File: src/rtl/universal_reg_pkg.sv
// rtl/universal_reg_pkg.sv - mode encodings and shared width for universal_reg
package universal_reg_pkg;

  localparam int DEFAULT_WIDTH = 8;

  typedef enum logic [2:0] {
    MODE_HOLD = 3'd0,
    MODE_LOAD = 3'd1,
    MODE_SHL  = 3'd2,
    MODE_SHR  = 3'd3,
    MODE_ROL  = 3'd4,
    MODE_ROR  = 3'd5,
    MODE_INC  = 3'd6,
    MODE_DEC  = 3'd7
  } mode_e;

endpackage

File: src/rtl/universal_reg_next.sv
// rtl/universal_reg_next.sv - combinational next-state and carry for universal_reg
module universal_reg_next
  import universal_reg_pkg::*;
#(
  parameter int WIDTH = DEFAULT_WIDTH
) (
  input  logic [WIDTH-1:0] q,
  input  logic [WIDTH-1:0] d,
  input  logic             serial_in,
  input  logic [2:0]       mode,
  output logic [WIDTH-1:0] next_q,
  output logic             next_carry
);

  localparam logic [WIDTH:0] ONE = {{WIDTH{1'b0}}, 1'b1};

  logic [WIDTH:0] inc_sum;
  logic [WIDTH:0] dec_diff;

  // The extra MSB of each result is the carry out / borrow out.
  assign inc_sum  = {1'b0, q} + ONE;
  assign dec_diff = {1'b0, q} - ONE;

  always_comb begin
    next_q     = q;
    next_carry = 1'b0;
    case (mode_e'(mode))
      MODE_HOLD: begin
        next_q     = q;
        next_carry = 1'b0;
      end
      MODE_LOAD: next_q = d;
      MODE_SHL: begin
        next_q     = {q[WIDTH-2:0], serial_in};
        next_carry = q[WIDTH-1];
      end
      MODE_SHR: begin
        next_q     = {serial_in, q[WIDTH-1:1]};
        next_carry = q[0];
      end
      MODE_ROL: begin
        next_q     = {q[WIDTH-2:0], q[WIDTH-1]};
        next_carry = q[WIDTH-1];
      end
      MODE_ROR: begin
        next_q     = {q[0], q[WIDTH-1:1]};
        next_carry = q[0];
      end
      MODE_INC: begin
        next_q     = inc_sum[WIDTH-1:0];
        next_carry = inc_sum[WIDTH];
      end
      MODE_DEC: begin
        next_q     = dec_diff[WIDTH-1:0];
        next_carry = dec_diff[WIDTH];
      end
      default: ;
    endcase
  end

endmodule

File: src/rtl/universal_reg.sv
// rtl/universal_reg.sv - mode-controlled storage register with clear/preset
// Carry and zero flags are built only when UNIVERSAL_REG_FLAGS_EN is defined.
module universal_reg
  import universal_reg_pkg::*;
#(
  parameter int               WIDTH        = DEFAULT_WIDTH,
  parameter logic [WIDTH-1:0] PRESET_VALUE = {WIDTH{1'b1}}
) (
  input  logic             clk,
  input  logic             clear,
  input  logic             preset,
  input  logic [2:0]       mode,
  input  logic [WIDTH-1:0] d,
  input  logic             serial_in,
  output logic [WIDTH-1:0] q,
  output logic [WIDTH-1:0] q_bar,
  output logic             carry,
  output logic             zero
);

  logic [WIDTH-1:0] q_r;
  logic [WIDTH-1:0] next_q;
  logic             next_carry;

  universal_reg_next #(.WIDTH(WIDTH)) u_next (
    .q         (q_r),
    .d         (d),
    .serial_in (serial_in),
    .mode      (mode),
    .next_q    (next_q),
    .next_carry(next_carry)
  );

  always_ff @(posedge clk) begin
    if (!clear)      q_r <= '0;
    else if (preset) q_r <= PRESET_VALUE;
    else             q_r <= next_q;
  end

  assign q     = q_r;
  assign q_bar = ~q_r;

`ifdef UNIVERSAL_REG_FLAGS_EN
  logic carry_r;

  // HOLD is the only mode that keeps the previous carry.
  always_ff @(posedge clk) begin
    if (!clear)                        carry_r <= 1'b0;
    else if (preset)                   carry_r <= 1'b0;
    else if (mode_e'(mode) != MODE_HOLD) carry_r <= next_carry;
  end

  assign carry = carry_r;
  assign zero  = (q_r == '0);
`else
  logic unused_carry;
  assign unused_carry = next_carry;
  assign carry        = 1'b0;
  assign zero         = 1'b0;
`endif

endmodule

File: config.mk
export PLATFORM = sky130hd
export DESIGN_NAME = universal_reg
export DESIGN_NICKNAME = d
export VERILOG_FILES = /design/src/rtl/universal_reg_pkg.sv /design/src/rtl/universal_reg_next.sv /design/src/rtl/universal_reg.sv
export SDC_FILE = /design/constraint.sdc
export NUM_CORES = 1
export LEC_CHECK = 0
export ABC_AREA = 1
export CAP_MARGIN = 25
export CELL_PAD_IN_SITES_DETAIL_PLACEMENT = 2
export CELL_PAD_IN_SITES_GLOBAL_PLACEMENT = 2
export CORE_MARGIN = 3
export CORE_UTILIZATION = 24
export CTS_CLUSTER_SIZE = 16
export DETAILED_ROUTE_END_ITERATION = 8
export PLACE_DENSITY_LB_ADDON = 0.1
export SLEW_MARGIN = 20
export SYNTH_ARGS = -nofsm -noshare
export SYNTH_HDL_FRONTEND = slang
export SYNTH_SLANG_ARGS = --single-unit
File: constraint.sdc
create_clock -name clk -period 4.9 [get_ports clk]
set_input_delay 0.98 -clock clk [delete_from_list [all_inputs] [get_ports clk]]
set_output_delay 0.98 -clock clk [all_outputs]
set_load 0.05 [all_outputs]
### Word level (Yosys, flattened, before mapping)

Cells that the tools add are included.

| storage, ports and cells | value |
|---|---|
| register bits | 8 |
| bits of input ports | 15 |
| output and inout bits | 18 |

| cells by class | value |
|---|---|
| add/sub/neg operators | 2 |
| eq/ne operators | 8 |
| multiplexer cells | 2 |
| bitwise logic cells | 1 |
| reductions and logical operators | 1 |

Operators with widths:

| cell | count |
|---|---|
| $pmux 8 s7 | 1 |
| $eq 3x3->1 const B | 4 |
| $add 8x1->8 const B | 1 |
| $mux 8 | 1 |
| $not 8->8 | 1 |
| $sub 8x1->8 const B | 1 |
| $eq 3x2->1 const B | 2 |
| $eq 3x1->1 const B | 1 |
| $logic_not 3->1 | 1 |
| $ne 2x2->1 const B | 1 |

### Logic depth before layout (Yosys ltp)

| depth | value |
|---|---|
| depth in word-level cells | 3 |
| depth in mapped cells | 17 |

### Hierarchy

Synthesis repeated with hierarchy kept, for this count alone.

| unflattened totals | value |
|---|---|
| cells, all modules | 194 |
| area, all modules | 1028.5 um^2 |

Modules (own cells, without submodules):

| module | times used | cells each | area an instance (um^2) |
|---|---|---|---|
| universal_reg_next | 1 | 157 | 744.5 |
| universal_reg | 1 | 37 | 284.0 |

### Least setup slack after synthesis

OpenSTA, ideal clock, no wires.

| timing | value |
|---|---|
| path type | input-to-reg |
| start | input mode[2] |
| end | register q_r[6], in the netlist q[6] |
| data arrival time | 2235 ps |
| setup slack | 2556 ps |
| stages | 17 |
| path buffers | 1 |
| cells stage by stage | buf_2 nand3_4 nand2_2 nand2_1 inv_1 ha_1 inv_1 nand2_1 nand3_1 nor2_1 nand2_1 nand2_1 nand2_1 nand3_1 nand3_1 nand2_1 inv_1 |

| on the way | value |
|---|---|
| cells in the longest elaborated chain, start to end | 3 |
| elaborated cells on any way between the ends | 11 |
| classes of those cells | 8 x eq/ne; 2 x mux; 1 x reduce/logical |

Ends and longest elaborated chain:

| what | RTL line | source |
|---|---|---|
| from (decl) | universal_reg.sv:12 | `input logic [2:0] mode,` |
| $eq 3x3->1, or another cell as far along | universal_reg_next.sv:27 | `case (mode_e'(mode))` |
| $pmux 8 s7 | universal_reg_next.sv:27 |  |
| $mux 8 | universal_reg.sv:36 | `else if (preset) q_r <= PRESET_VALUE;` |
| to (signal assigned) | universal_reg.sv:37 | `else q_r <= next_q;` |
| to (decl) | universal_reg.sv:21 | `logic [WIDTH-1:0] q_r;` |

Parallel ways exist; a longest one is shown, timed or not.
A chain may end at the register's enable or synchronous reset.

### Worst setup path after layout

| timing | value |
|---|---|
| start | input mode[1] |
| end | register q_r[6], in the netlist q[6] |

Same word-level chain as after synthesis.

==> summary.md <==
| Metric | Value |
|---|---|
| Initial Util | `25.1%` |
| First-pass GRT wire length | `6820 µm` |
| Hold-fix buffers, CTS | `0` |
| Peak VDD IR | `122 µV` |
| Number of flops mapped to enable cells by yosys | `0` |
| FF+latch count, synth | `8` |
| Post-synthesis sequential area ratio | `15.7%` |
| Final Hold Vio Count | `0` |
| CTS HTree Levels | `1` |
| Synth top area share | `18.1%` |
| WL/cell | `15.7 µm` |
| Die area | `5060 µm²` |
| CTS Sinks | `8` |
| HP Class | `flop to flop` |
| Static Leak | `0.716 nW` |
| Setup Fix Bufs, Post-CTS | `0` |
| Util after Layout | `34.4%` |
| Max-capacitance violation count | `0` |
| Max FFs per register | `8` |
| Commonest cells post-synth | `nand2_1 (49), inv_1 (42), nand3_1 (17)` |
| Async SR Flop Fraction | `0%` |
| Min Clock Period, post-route | `2.90 ns` |
| Final ANT Viol Nets | `0` |
| Cts bufs inserted | `3` |
| Finished Cell Area | `1400 µm²` |
| Slew Limit Fails | `0` |
| Die height | `71.1 µm` |
| DRT Pass-1 Iters | `4` |
| Quantity of gates resized following cts | `0` |
| Tcrit/Tclk final | `59.1%` |
| Die Width | `71.1 µm` |
| Fillers | `517` |
| Routed wire length | `4060 µm` |
| Setup Crit Path Kind | `input pin to flop` |
| Unrepaired setup endpoints after global routing | `false` |
| Gr usage total | `17.0%` |
| Site Rows | `23` |
| Power per standard cell area | `244 nW/µm²` |
| Clk_skew | `0.00358 ns` |
| Area occupied by multi-input gates | `669 µm²` |
| Fin nets | `226` |
| Critical Path End Type | `flop` |
| Drt via density | `4.84` |
| Syn Std Cell Area | `1020 µm²` |
| Final setup violating endpoints | `0` |
| Buffers on Ports | `30` |
| DR iter-0 viols | `47` |
| # IOs | `33` |
| Root buf cell | `clkbuf_8` |
| Fin Setup TNS | `0 ns` |
| DP Area | `1350 µm²` |
| Layout area overhead | `37.0%` |
| Placed insts | `255` |
| Detail Placement HPWL | `3410 µm` |
| Latest clock arrival within the worst-skew pair | `0.24 ns` |
| Reg clk slew, reported paths | `0.05 ns` |
| Overflow after GRT | `0` |
| Non-filler cells, final | `258` |
| # diodes | `0` |
| CP required | `5.04 ns` |
| Remaining DRCs | `0` |
| Fmax | `345 MHz` |
| Largest area contributor in the netlist | `nand2_1` |
| Post-synthesis cell count | `178` |
| Yosys cell types | `31` |
| Count leader, synth | `nand2_1` |
| Crit Path Max Fanout | `8` |
| Reg area | `160 µm²` |
| CTS tree | `built` |
| Worst reg2reg setup slack | `3.11 ns` |
| Worst endpoint data arrival time | `3.03 ns` |
| Main flop type after synthesis | `dfxtp_1` |
| Vias | `1249` |
| Slew HR | `56.0%` |
| Proportion of layout cells with a drive suffix above 1 | `7.69%` |
| Largest net degree at the start of global routing | `11` |
| Initial antenna violation count | `0` |
| Status | `finished, final reports clean` |
| YS warnings | `0` |
| GPL Wtd Cong | `0.878` |
| Core region area | `4060 µm²` |
| Setup crit start kind | `input pin` |
| Synth top area cells | `nand2_1 (18%), dfxtp_1 (16%), inv_1 (15%), nand3_1 (8.4%), o21ai_0 (5.4%)` |
| Worst Tran Pin Value | `0.656 ns` |
| Vias in the first global route | `1382` |
| CTS max path bufs | `2` |
| Synth Area per Inst | `5.72 µm²` |
==> metrics by stage <==
| step | worst slack (ns) | total power (W) | hold slack (ns) |
|---|---|---|---|
| 2_1_floorplan | 2.56 | 0.000197 | 0.776 |
| 3_3_place_gp | 1.85 | 0.000254 | 0.578 |
| 3_5_place_dp | 1.74 | 0.000259 | 0.613 |
| 4_1_cts | 2.00 | 0.000348 | 0.627 |
| 5_1_grt | 1.72 | 0.000363 | 0.700 |
| 6_report | 2.00 | 0.000341 | 0.627 |
==> final timing paths <==
path                              start    to  cells past startpoint
worst max register to register     q[1]  q[6]                     14
worst min-delay path               q[1]  q[1]                      2
worst max-delay path            mode[1]  q[6]                     15
worst min register to register     q[1]  q[1]                      2
==> logic make-up after synthesis <==
| logic type | synth area share [%] |
|---|---|
| other cells | 0.368 |
| compound gates | 19.3 |
| flops | 15.7 |
| fa+ha+maj | 1.23 |
| xor+xnor | 0.860 |
| simple gates | 43.6 |
| buf+inv | 18.9 |
==> layout by cell type (no fill, tap or decap), types with 2 or more instances in the layout <==
master           Yosys  final
nand2_1             49     49
o221ai_1             3      3
conb_1               1      2
nand3_1             17     17
a21oi_1              3      3
clkdlybuf4s50_1      0     30
o22ai_1              4      4
nor2_1               8      8
inv_1               42     42
nand2_2              6      6
dfxtp_1              8      8
nand2_4              2      2
o21ai_0             11     11
a41o_1               2      2
clkbuf_8             0      3
nand4_1              4      4
==> critical path, cell delays in order <==
cell and delay (ns):
clkdlybuf4s50_1 0.71, nand4_1 0.30, nand2_1 0.13, inv_1 0.05, ha_1 0.16, inv_1 0.07
nand2_1 0.07, nand3_1 0.10, nor2_1 0.05, nand2_1 0.07, nand3_1 0.07, nand3_1 0.09
nand3_1 0.08, nand2_1 0.06, inv_1 0.03
==> report_power, final <==
| group | internal (W) | switching [W] | total, W |
|---|---|---|---|
| clock network | 0.0000537 | 0.0000313 | 0.0000850 |
| logic | 0.0000573 | 0.000116 | 0.000173 |
| registers | 0.0000719 | 0.0000105 | 0.0000824 |
==> final cells by class <==
type,count,area share (%)
clock buffer,3,2.96
inverter,43,11.6
timing repair buffer,30,21.5
multi-input combinational,124,48.0
tap,50,4.48
sequential,8,11.5
==> metal layers <==
metal | global-route usage (%) | share of wire, % | up-vias
li1 | - | - | 627
met1 | 21.6 | 46 | 595
met2 | 29.3 | 50 | 21
met3 | 2.13 | 2.4 | 6
met4 | 5.85 | 1.4 | 0
met5 | 0 | 0 | -
Power figures use the tool's default switching activity.
